**config.mk**
```make
export PLATFORM = sky130hd
export DESIGN_NAME = signed_minmax_tracker
export DESIGN_NICKNAME = d
export VERILOG_FILES = /design/src/rtl/minmax_pkg.sv /design/src/rtl/mode_comparator.sv /design/src/rtl/signed_minmax_tracker.sv
export SDC_FILE = /design/constraint.sdc
export NUM_CORES = 1
export LEC_CHECK = 0
export CAP_MARGIN = 20
export CORE_ASPECT_RATIO = 1.2
export CORE_UTILIZATION = 40
export DETAILED_ROUTE_END_ITERATION = 7
export PLACE_DENSITY = 0.62
export SLEW_MARGIN = 5
export SYNTH_ARGS = -nofsm -noshare
export SYNTH_HDL_FRONTEND = slang
export SYNTH_SLANG_ARGS = --single-unit
```
**constraint.sdc**
```tcl
create_clock -name clk -period 3.25 [get_ports clk]
set_input_delay 0.325 -clock clk [delete_from_list [all_inputs] [get_ports clk]]
set_output_delay 0.325 -clock clk [all_outputs]
set_load 0.02 [all_outputs]
```
**src/rtl/minmax_pkg.sv**
```systemverilog
// Shared types for the signed/unsigned running min/max tracker.
// Holds the tracker FSM states and the compare-mode encoding.
package minmax_pkg;

  typedef enum logic [1:0] {
    EMPTY = 2'd0,
    TRACK = 2'd1,
    FULL  = 2'd2
  } state_e;

  localparam logic MODE_UNSIGNED = 1'b0;
  localparam logic MODE_SIGNED   = 1'b1;

endpackage

```
**src/rtl/mode_comparator.sv**
```systemverilog
// Combinational magnitude compare of a against b, either as unsigned
// values or as two's-complement values depending on mode.
module mode_comparator
  import minmax_pkg::*;
#(
  parameter int WIDTH = 8
) (
  input  logic [WIDTH-1:0] a,
  input  logic [WIDTH-1:0] b,
  input  logic             mode,
  output logic             gt,
  output logic             eq,
  output logic             lt
);

  logic signed [WIDTH-1:0] a_s;
  logic signed [WIDTH-1:0] b_s;

  assign a_s = a;
  assign b_s = b;

  always_comb begin
    eq = (a == b);
    if (mode == MODE_SIGNED) begin
      gt = (a_s > b_s);
      lt = (a_s < b_s);
    end else begin
      gt = (a > b);
      lt = (a < b);
    end
  end

endmodule

```
**src/rtl/signed_minmax_tracker.sv**
```systemverilog
// Running min/max tracker with per-sample compare against the previous
// sample; the compare mode is latched by the first sample after reset/clear.
module signed_minmax_tracker
  import minmax_pkg::*;
#(
  parameter int WIDTH = 8,
  parameter int CNT_W = 8
) (
  input  logic             clk,
  input  logic             reset,
  input  logic             clear,
  input  logic             mode,
  input  logic             in_valid,
  input  logic [WIDTH-1:0] in_data,
  output logic [WIDTH-1:0] min_val,
  output logic [WIDTH-1:0] max_val,
  output logic [CNT_W-1:0] min_idx,
  output logic [CNT_W-1:0] max_idx,
  output logic [CNT_W-1:0] count,
  output logic             have_data,
  output logic             cmp_valid,
  output logic             cmp_gt,
  output logic             cmp_eq,
  output logic             cmp_lt,
  output logic             full
);

  localparam logic [CNT_W-1:0] CNT_ONE = CNT_W'(1);
  localparam logic [CNT_W-1:0] CNT_MAX = '1;

  state_e             state_q;
  state_e             state_nxt;
  logic               mode_q;
  logic [WIDTH-1:0]   prev_q;
  logic [CNT_W-1:0]   count_inc;
  logic               accept_first;
  logic               accept_track;

  logic min_gt, min_eq, min_lt;
  logic max_gt, max_eq, max_lt;
  logic prv_gt, prv_eq, prv_lt;
  logic cmp_unused;

  assign count_inc  = count + CNT_ONE;
  // Only the strict sides of the min/max compares drive updates; ties keep the earliest index.
  assign cmp_unused = &{1'b0, min_gt, min_eq, max_eq, max_lt};

  mode_comparator #(.WIDTH(WIDTH)) u_cmp_min (
    .a(in_data), .b(min_val), .mode(mode_q), .gt(min_gt), .eq(min_eq), .lt(min_lt)
  );

  mode_comparator #(.WIDTH(WIDTH)) u_cmp_max (
    .a(in_data), .b(max_val), .mode(mode_q), .gt(max_gt), .eq(max_eq), .lt(max_lt)
  );

  mode_comparator #(.WIDTH(WIDTH)) u_cmp_prev (
    .a(in_data), .b(prev_q), .mode(mode_q), .gt(prv_gt), .eq(prv_eq), .lt(prv_lt)
  );

  always_ff @(posedge clk) begin
    if (reset || clear) begin
      state_q <= EMPTY;
    end else begin
      state_q <= state_nxt;
    end
  end

  always_comb begin
    state_nxt    = state_q;
    accept_first = 1'b0;
    accept_track = 1'b0;
    case (state_q)
      EMPTY: begin
        if (in_valid) begin
          accept_first = 1'b1;
          state_nxt    = (CNT_ONE == CNT_MAX) ? FULL : TRACK;
        end
      end
      TRACK: begin
        if (in_valid) begin
          accept_track = 1'b1;
          if (count_inc == CNT_MAX) begin
            state_nxt = FULL;
          end
        end
      end
      FULL:    state_nxt = FULL;
      default: state_nxt = EMPTY;
    endcase
  end

  assign have_data = (state_q != EMPTY);
  assign full      = (state_q == FULL);

  // Registered result stage: everything below updates on the accepting edge.
  always_ff @(posedge clk) begin
    if (reset || clear) begin
      mode_q    <= MODE_UNSIGNED;
      prev_q    <= '0;
      min_val   <= '0;
      max_val   <= '0;
      min_idx   <= '0;
      max_idx   <= '0;
      count     <= '0;
      cmp_valid <= 1'b0;
      cmp_gt    <= 1'b0;
      cmp_eq    <= 1'b0;
      cmp_lt    <= 1'b0;
    end else begin
      cmp_valid <= accept_track;
      if (accept_first) begin
        mode_q  <= mode;
        prev_q  <= in_data;
        min_val <= in_data;
        max_val <= in_data;
        min_idx <= '0;
        max_idx <= '0;
        count   <= CNT_ONE;
      end else if (accept_track) begin
        if (min_lt) begin
          min_val <= in_data;
          min_idx <= count;
        end
        if (max_gt) begin
          max_val <= in_data;
          max_idx <= count;
        end
        cmp_gt <= prv_gt;
        cmp_eq <= prv_eq;
        cmp_lt <= prv_lt;
        prev_q <= in_data;
        count  <= count_inc;
      end
    end
  end

endmodule

```
# --- Yosys cells after proc, flatten, opt, wreduce, memory -nomap -nowiden ---
# Cells that the tools add are included.
word_totals:
  ff_bits: 55
classes:
  add_sub_neg: 1
  magnitude_cmp: 8
  eq_ne: 7
  muxes: 21
  n_bitwise: 1
  reduce_logical: 13
ops:
  columns: ["op", "n"]
  rows:
  - ["$mux W8", 8]
  - ["$gt A8 B8 Y1", 4]
  - ["$lt A8 B8 Y1", 4]
  - ["$reduce_and A2 Y1", 5]
  - ["$mux W1", 9]
  - ["$add A8 B1 Y8 const B", 1]
  - ["$eq A8 B8 Y1", 1]
  - ["$eq A8 B8 Y1 const B", 1]
  - ["$reduce_bool A2 Y1", 4]
  - ["$mux W2", 3]
  - ["$ne A2 B2 Y1 const B", 3]
  - ["$pmux W2 S3", 1]
  - ["$reduce_and A3 Y1", 1]
  - ["$eq A2 B1 Y1 const B", 1]
  - ["$eq A2 B2 Y1 const B", 1]
  - ["$logic_not A2 Y1", 1]
  - ["$reduce_or A2 Y1", 1]
  - ["$logic_or A1 B1 Y1", 1]
  - ["$not A1 Y1", 1]

# --- Logic depth before layout (Yosys ltp) ---
# Gate-level depths: netlist (run 1).
logic_depth:
  ltp_word: 5
  ltp_mapped: 10
  ltp_nobuf: 8

# --- By module ---
# Synthesis (run 1) repeated with hierarchy kept, for this count alone.
hier_totals:
  cells_unflattened: 312
  hier_area_um2: 2946.6
by_module_without_submodules:
  columns: ["module", "instances", "cells_per_inst", "area_each_um2", "seq_area_each_um2"]
  rows:
  - ["signed_minmax_tracker", 1, 222, 2225.9, 1101.1]
  - ["mode_comparator", 3, 30, 240.2, 0.0]

# --- Least setup slack after synthesis (run 1) ---
# Ideal clock, no wire load.
synth_timing:
  path_kind: "register to register"
  start: "register min_val[1]"
  end: "register min_idx[0]"
  setup_ps: 72
  arrival_time_ps: 2011
  required_ps: 3178
  path_slack_ps: 1168
  path_stages_with_launch: 9
  path_buffers: 1
  synth_period_minus_slack_ps: 2082
  path_cell_list: "dfxtp_1 inv_1 ha_1 a21o_1 a211o_1 a2111oi_2 nand2b_1 buf_6 mux2i_1"
synth_via:
  elab_chain_cells: 3
  word_cells_on_any_way: 4
  cone_classes: "order compare: 2; mux: 1; reduce/logical: 1"
synth_lines:
  columns: ["item", "line_no", "source"]
  rows:
  - ["start: declaration", "signed_minmax_tracker.sv:15", "output logic [WIDTH-1:0] min_val,"]
  - ["start signal: assignment", "signed_minmax_tracker.sv:114", "min_val <= in_data;"]
  - ["start signal: assignment", "signed_minmax_tracker.sv:121", "min_val <= in_data;"]
  - ["$lt A8 B8 Y1 (on tied branches)", "mode_comparator.sv:29, mode_comparator.sv:26", null]
  - ["$mux W1 (*)", "mode_comparator.sv:24", "if (mode == MODE_SIGNED) begin"]
  - ["$reduce_and A2 Y1 (no source line) (*)", null, null]
  - ["end signal: assignment", "signed_minmax_tracker.sv:122", "min_idx <= count;"]
  - ["end: declaration", "signed_minmax_tracker.sv:17", "output logic [CNT_W-1:0] min_idx,"]
# Every way passes the cells marked *; elsewhere a longest branch is shown, timed or not.
# A chain may end at the register's enable or synchronous reset.

# --- Final worst setup path (run 1) ---
layout_timing:
  start: "input in_data[1]"
  end: "register min_idx[7]"
layout_via:
  elab_chain_cells: 3
  word_cells_on_any_way: 4
  cone_classes: "order compare: 2; mux: 1; reduce/logical: 1"
layout_lines:
  columns: ["item", "line_no", "source"]
  rows:
  - ["start: declaration", "signed_minmax_tracker.sv:14", "input logic [WIDTH-1:0] in_data,"]
  - ["$lt A8 B8 Y1 (on tied branches)", "mode_comparator.sv:29, mode_comparator.sv:26", null]
  - ["$mux W1 (*)", "mode_comparator.sv:24", null]
  - ["$reduce_and A2 Y1 (no source line) (*)", null, null]
# Marked as above.

==> run metrics, run 1 <==
Top Ports 59; largest net degree at the start of global routing 26; post-CTS setup buffers 0; CP cell instances clkdlybuf4s50_1, ha_1, a21o_1, a211o_1, a2111oi_2, nand2b_1, mux2i_1; Compound-Gate Fraction of Synth Area 11.24%; register area share after synthesis 38.50%; Final Hold Vio Count 0; global route overflow 0; relative slew slack 57.23%; post-synthesis mux area share 9.099%; crit path kind input pin to register; WL final 6495 um; vias per cell 5.027; Tightest Pin Transition 0.6372 ns; post-DP HPWL 5002 um; Vias 2458; most frequent cells after synthesis nand2_1 (79), dfxtp_1 (55), ha_1 (29), inv_1 (29), mux2i_1 (26); largest family of logic cells by synthesized area simple AND/OR/NAND/NOR gates; Clock Skew 0.01307 ns; cell total after placement 481; ant diodes 0; count leader, synth nand2_1; r2r setup slk 0.89 ns; Arr. time, crit path 2.76 ns; setup tns final 0 ns; number of DRC markers after the initial detailed-route iteration 95; Yosys cell types 39; largest cells by area after synthesis dfxtp_1 (38%), ha_1 (13%), nand2_1 (10%), mux2i_1 (9.1%), inv_1 (3.8%); Post-Synthesis Cell Area 0.002860 sq mm; NumNets Final 443; Yosys top cell area share 38.50%; initial antenna violation count 0; Power, Total 1.285 mW; static leakage power 1.329 nW; # clock sinks 55; clk buf depth 2; post-synthesis adder-cell area fraction 12.69%; Buffers on Ports 58; Wirelength per Cell 13.28 um; Horiz. Die Dim 79.20 um; Max stage delay on crit path 0.51 ns; register bit total from synthesis 55; Syn Nets 386; number of global-route vias before repair 2231; ys async rst share 0%; clock root buffer clkbuf_8; Cells after Synth 344; data required time of the critical path 3.48 ns; RSZ-0062 raised after global routing false; H-tree lvl count 2; Worst-path clk slew 0.09 ns; initial core utilization 41.73%; CTS tree done; Resize count post-CTS 0; Final Max Tran Viols 0; clk_lat worst skew 0.31 ns; max-cap violation count 0; Pwr per Cell Area 356.2 mW/mm^2; CP Capture Type register; Final min period 2.534 ns; hold buffers post-CTS 0; GRT Total Usage 18.57%; Total Die Area 0.007494 sq mm; # DRC 0; Simple-Gate Fraction of Synth Area 20.38%; Core ar. 0.006854 sq mm; Rows 33; HP Class register to register; fmax 394.6 MHz; CP max FO 8; Die Height 94.63 um; worst hold slack 0.4562 ns; largest area contributor in the netlist dfxtp_1; maximum vdd ir drop 204.9 uV; Area Overhead vs Synth 26.12%; Yosys Warn Count 0; main flop type after synthesis dfxtp_1; Placer Congestion 0.8252; first-pass GRT wire length 10820 um; Critical Path Slowest Stage Cell clkdlybuf4s50_1; fraction of layout cells with a size suffix above 1 4.478%; xor/xnor share of the synthesized area 2.450%; mean area per synthesized cell 8.315 sq um; post-route ant nets 0; status complete, no violations; number of flops mapped to enable cells by yosys 0; Setup-failing EPs final 0; Num CTS Buffers 5; Final Cycle Share 77.97%; Setup crit start kind input pin; fin cells 489; FILL cells 702; drt first pass iters 4
-- cell families after synthesis --
family                   Yosys count
AND/OR/NAND/NOR                  134
flip-flops                        55
AO/OA/AOI/OAI                     52
buffers and inverters             40
adder cells (fa/ha/maj)           29
multiplexers                      26
XOR/XNOR                           8
-- final timing paths --
path	start	end	depth (start not counted)
max	in_data[1]	min_idx[7]	7
min	prev_q[4]	prev_q[4]	2
max reg2reg	min_val[1]	min_idx[7]	7
min reg2reg	prev_q[4]	prev_q[4]	2
-- per-layer routing --
layer | wire length, um | part of all wire, % | GRT usage, %
met1 | 2992 | 46 | 23.35
met2 | 3201 | 49 | 32.26
met3 | 249 | 3.8 | 3.092
met4 | 52 | 0.80 | 5.606
met5 | 0 | 0 | 0
-- layout by cell type, fill, tap and decap left out, types with 2 or more instances in the layout --
cell type and count:
a211o_1 3, a211oi_1 3, a21o_1 2, a21oi_1 18, a31oi_1 2, buf_4 3, clkbuf_8 5, clkdlybuf4s50_1 58
dfxtp_1 55, ha_1 29, inv_1 29, mux2i_1 26, nand2_1 79, nand2b_1 4, nand3_1 14, nand4_1 6
nor2_1 16, nor2_2 2, nor2b_1 2, nor3_1 3, o21ai_0 16, or3_1 2, xnor2_1 2, xor2_1 6
-- report_power, final --
group | switching (mW) | internal, mW | total [mW]
combinational | 0.122 | 0.0884 | 0.210
sequential | 0.0119 | 0.688 | 0.700
clock | 0.223 | 0.151 | 0.375
-- worst max-delay path, delay by kind of cell --
kind                     cells  cell delay (ns)
AND/OR/NAND/NOR              1             0.49
AO/OA/AOI/OAI                3             0.84
multiplexers                 1             0.25
adder cells (fa/ha/maj)      1             0.34
buffers and inverters        1             0.51
-- sequential cells by signal, indices dropped and copies added, names as in the netlist, 2 cells and up --
| name | cells |
|---|---|
| min_idx | 8 |
| max_val | 8 |
| state_q | 2 |
| count | 8 |
| max_idx | 8 |
| min_val | 8 |
| prev_q | 8 |
-- cell type report --
cell class | count | area [sq um] | area share (%)
flip-flops and latches | 55 | 1101 | 30.52
well taps | 87 | 108.9 | 3.018
inverters | 29 | 108.9 | 3.018
clock buffers | 6 | 72.57 | 2.012
repair buffers | 61 | 603.1 | 16.72
clock inverters | 2 | 12.51 | 0.3469
multi-input cells | 249 | 1600 | 44.36
-- through the flow --
step | area [sq um] | util [%] | setup WS [ns]
global route | 3607 | 52.63 | 0.5924
CTS | 3607 | 52.63 | 0.7031
global placement | 3522 | 51.39 | 0.4567
detailed placement | 3522 | 51.39 | 0.3729
floorplan | 2860 | - | 1.168
finish | 3607 | 52.63 | 0.7160
No activity file was read; power rests on OpenSTA's default activity.
==> run 2, diff against run 1 <==
Settings changed: PLACE_DENSITY 0.62 to 0.64.
Clock period 3.25 ns to 2.2 ns, I/O delays scaled along.
==> run 2 against run 1 <==
Effect of this change: design area increased by 5.8%; total power grew 53%; count of clock-buffer cells in the layout shrank 1; worst hold slack got worse by 0.00064 ns; non-clock buffer count up 18; die area unchanged; critical path depth rose by 1; highest routed layer unchanged.
==> run metrics, run 2 (synthesis gave the netlist of run 1 again) <==
Setup crit start kind register (was input pin); first-pass GRT wire length 11460 um (was 10820 um); RSZ-0062 raised after global routing true (was false); post-route ant nets 0 (unchanged); commonest non-fill, non-tap cell in the layout nand2_1 (unchanged); Core ar. 0.006854 sq mm (unchanged); initial core utilization 41.73% (unchanged); crit path to min_idx[7] (unchanged); ant diodes 0 (unchanged); # DRC 0 (unchanged); Rows 33 (unchanged); Setup-failing EPs final 0 (unchanged); Buffers on Ports 58 (unchanged); CP max FO 8 (unchanged); drt first pass iters 4 (unchanged); hold buffers post-CTS 0 (unchanged); Tightest Pin Transition 0.6576 ns (was 0.6372 ns); Int Pwr 1.407 mW (was 928.1 uW); fraction of layout cells with a size suffix above 1 9.286% (was 4.478%); Top Ports 59 (unchanged); Total Die Area 0.007494 sq mm (unchanged); number of global-route vias before repair 2499 (was 2231); Power, Total 1.966 mW (was 1.285 mW); max-cap violation count 0 (unchanged); status complete, no violations (unchanged); CTS tree done (unchanged); static leakage power 1.435 nW (was 1.329 nW); Area Overhead vs Synth 33.38% (was 26.12%); initial antenna violation count 0 (unchanged); crit path kind register to register (was input pin to register); clock root buffer clkbuf_8 (unchanged); R2R Path Start min_val[1] (unchanged); NumNets Final 461 (was 443); fmax 473.9 MHz; Placer Congestion 0.8959 (was 0.8252); r2r setup slk 0.09 ns (was 0.89 ns); GRT Total Usage 19.42% (was 18.57%); H-tree lvl count 2 (unchanged); Vias 2612 (was 2458); Arr. time, crit path 2.36 ns (was 2.76 ns); maximum vdd ir drop 384.3 uV (was 204.9 uV); WL final 6860 um (was 6495 um); Final Cycle Share 95.91%; FF/Latch Area 0.001102 sq mm (was 0.001101 sq mm); Final min period 2.110 ns; Final Max Tran Viols 0 (unchanged); setup tns final 0 ns (unchanged); worst reg2reg path depth 8 (was 7); vias per cell 5.152 (was 5.027); clk_lat worst skew 0.31 ns (about the same); Net Sw Frac 28.45% (was 27.78%); most frequent cells in the layout nand2_1 (79), clkdlybuf4s50_1 (58), dfxtp_1 (54) (was nand2_1 (79), clkdlybuf4s50_1 (58), dfxtp_1 (55)); number of DRC markers after the initial detailed-route iteration 66 (was 95); CP Launch Point min_val[1] (was in_data[1]); Worst-path clk slew 0.10 ns (was 0.09 ns); # clock sinks 55 (unchanged); Multi-input gate area 0.001625 sq mm (was 0.001600 sq mm); Net Sw Power 559.5 uW (was 356.9 uW); Horiz. Die Dim 79.20 um (unchanged); Reg power frac 52.7% (was 54.5%); largest net degree at the start of global routing 29 (was 26); Wirelength per Cell 13.53 um (was 13.28 um); global route overflow 0 (unchanged); clk buf depth 2 (unchanged); Comb pwr share 18.1% (was 16.3%); FILL cells 716 (was 702); Pwr per Cell Area 515.4 mW/mm^2 (was 356.2 mW/mm^2); post-DP HPWL 5242 um (was 5002 um); Num CTS Buffers 5 (unchanged); CP Capture Type register (unchanged); relative slew slack 55.86% (was 57.23%); Clock power frac 29.3% (was 29.2%); Final Hold Vio Count 0 (unchanged); Clock Skew 0.004186 ns (was 0.01307 ns); Die Height 94.63 um (unchanged); HP Class register to register (unchanged); reg-to-reg critical path endpoint min_idx[7] (unchanged); data required time of the critical path 2.45 ns (was 3.48 ns)
## run 2: cell types whose count changed in the layout (fill, tap and decap cells not counted), sizes merged
cell	previous run	this run
buf	3	21
clkbuf	6	5
clkinv	1	2
## run 2: per-layer routing
| layer | part of all wire [%] | global-route usage, % |
|---|---|---|
| met1 | 42 | 21.88 |
| met2 | 50 | 35.78 |
| met4 | 2.0 | 7.121 |
| met5 | 0 | 0 |
| met3 | 5.2 | 3.865 |
## run 2: cell type report
class / instances / area share (%)
Multi-Input combinational cell: 249 / 42.60
Clock buffer: 5 / 1.804
Sequential cell: 55 / 28.89
Tap cell: 87 / 2.853
Timing Repair Buffer: 79 / 20.33
Clock inverter: 3 / 0.6560
Inverter: 29 / 2.853
## run 2: worst min path at each step
stage,from,end,slack (ns),cells after the start
final,prev_q[1],prev_q[1],0.46,2
after global routing,prev_q[7],prev_q[7],0.48,2
after CTS,prev_q[1],prev_q[1],0.46,2
after detailed placement,prev_q[1],prev_q[1],0.44,2
after global placement,prev_q[6],prev_q[6],0.44,2
after floorplan,in_data[0],prev_q[0],0.36,2
## run 2: critical path: stages (launching register included)
cell       delay (ns)
dfxtp_2          0.35
inv_1            0.05
ha_1             0.26
a21o_1           0.17
a211o_1          0.29
a2111oi_4        0.40
nand2b_4         0.21
buf_12           0.13
mux2i_1          0.18
## run 2: metrics by stage
stage	instances	util [%]	cell area [sq um]	hold slack, ns	setup WS, ns
CTS	507	55.28	3789	0.4582	0.009174
floorplan	344	-	2860	0.3580	0.1178
global route	507	55.66	3815	0.4807	0.01370
global placement	499	53.91	3695	0.4379	-0.1919
finish	507	55.66	3815	0.4556	0.09006
detailed placement	499	53.91	3695	0.4431	-0.2372
## run 2: timing repair
item | in CTS | in global routing
buffers inserted | 0 | 0
resized for setup | 0 | 5
hold endpoints to repair | 0 | 0
setup endpoints to repair | 0 | 14
## run 2: power by group through the flow
stage	Combinational [mW]	Clock, mW	Sequential [mW]
global route	0.395	0.643	1.04
global placement	0.347	0	1.06
CTS	0.352	0.599	1.04
floorplan	0.185	0	1.07
detailed placement	0.350	0	1.06
finish	0.356	0.575	1.04
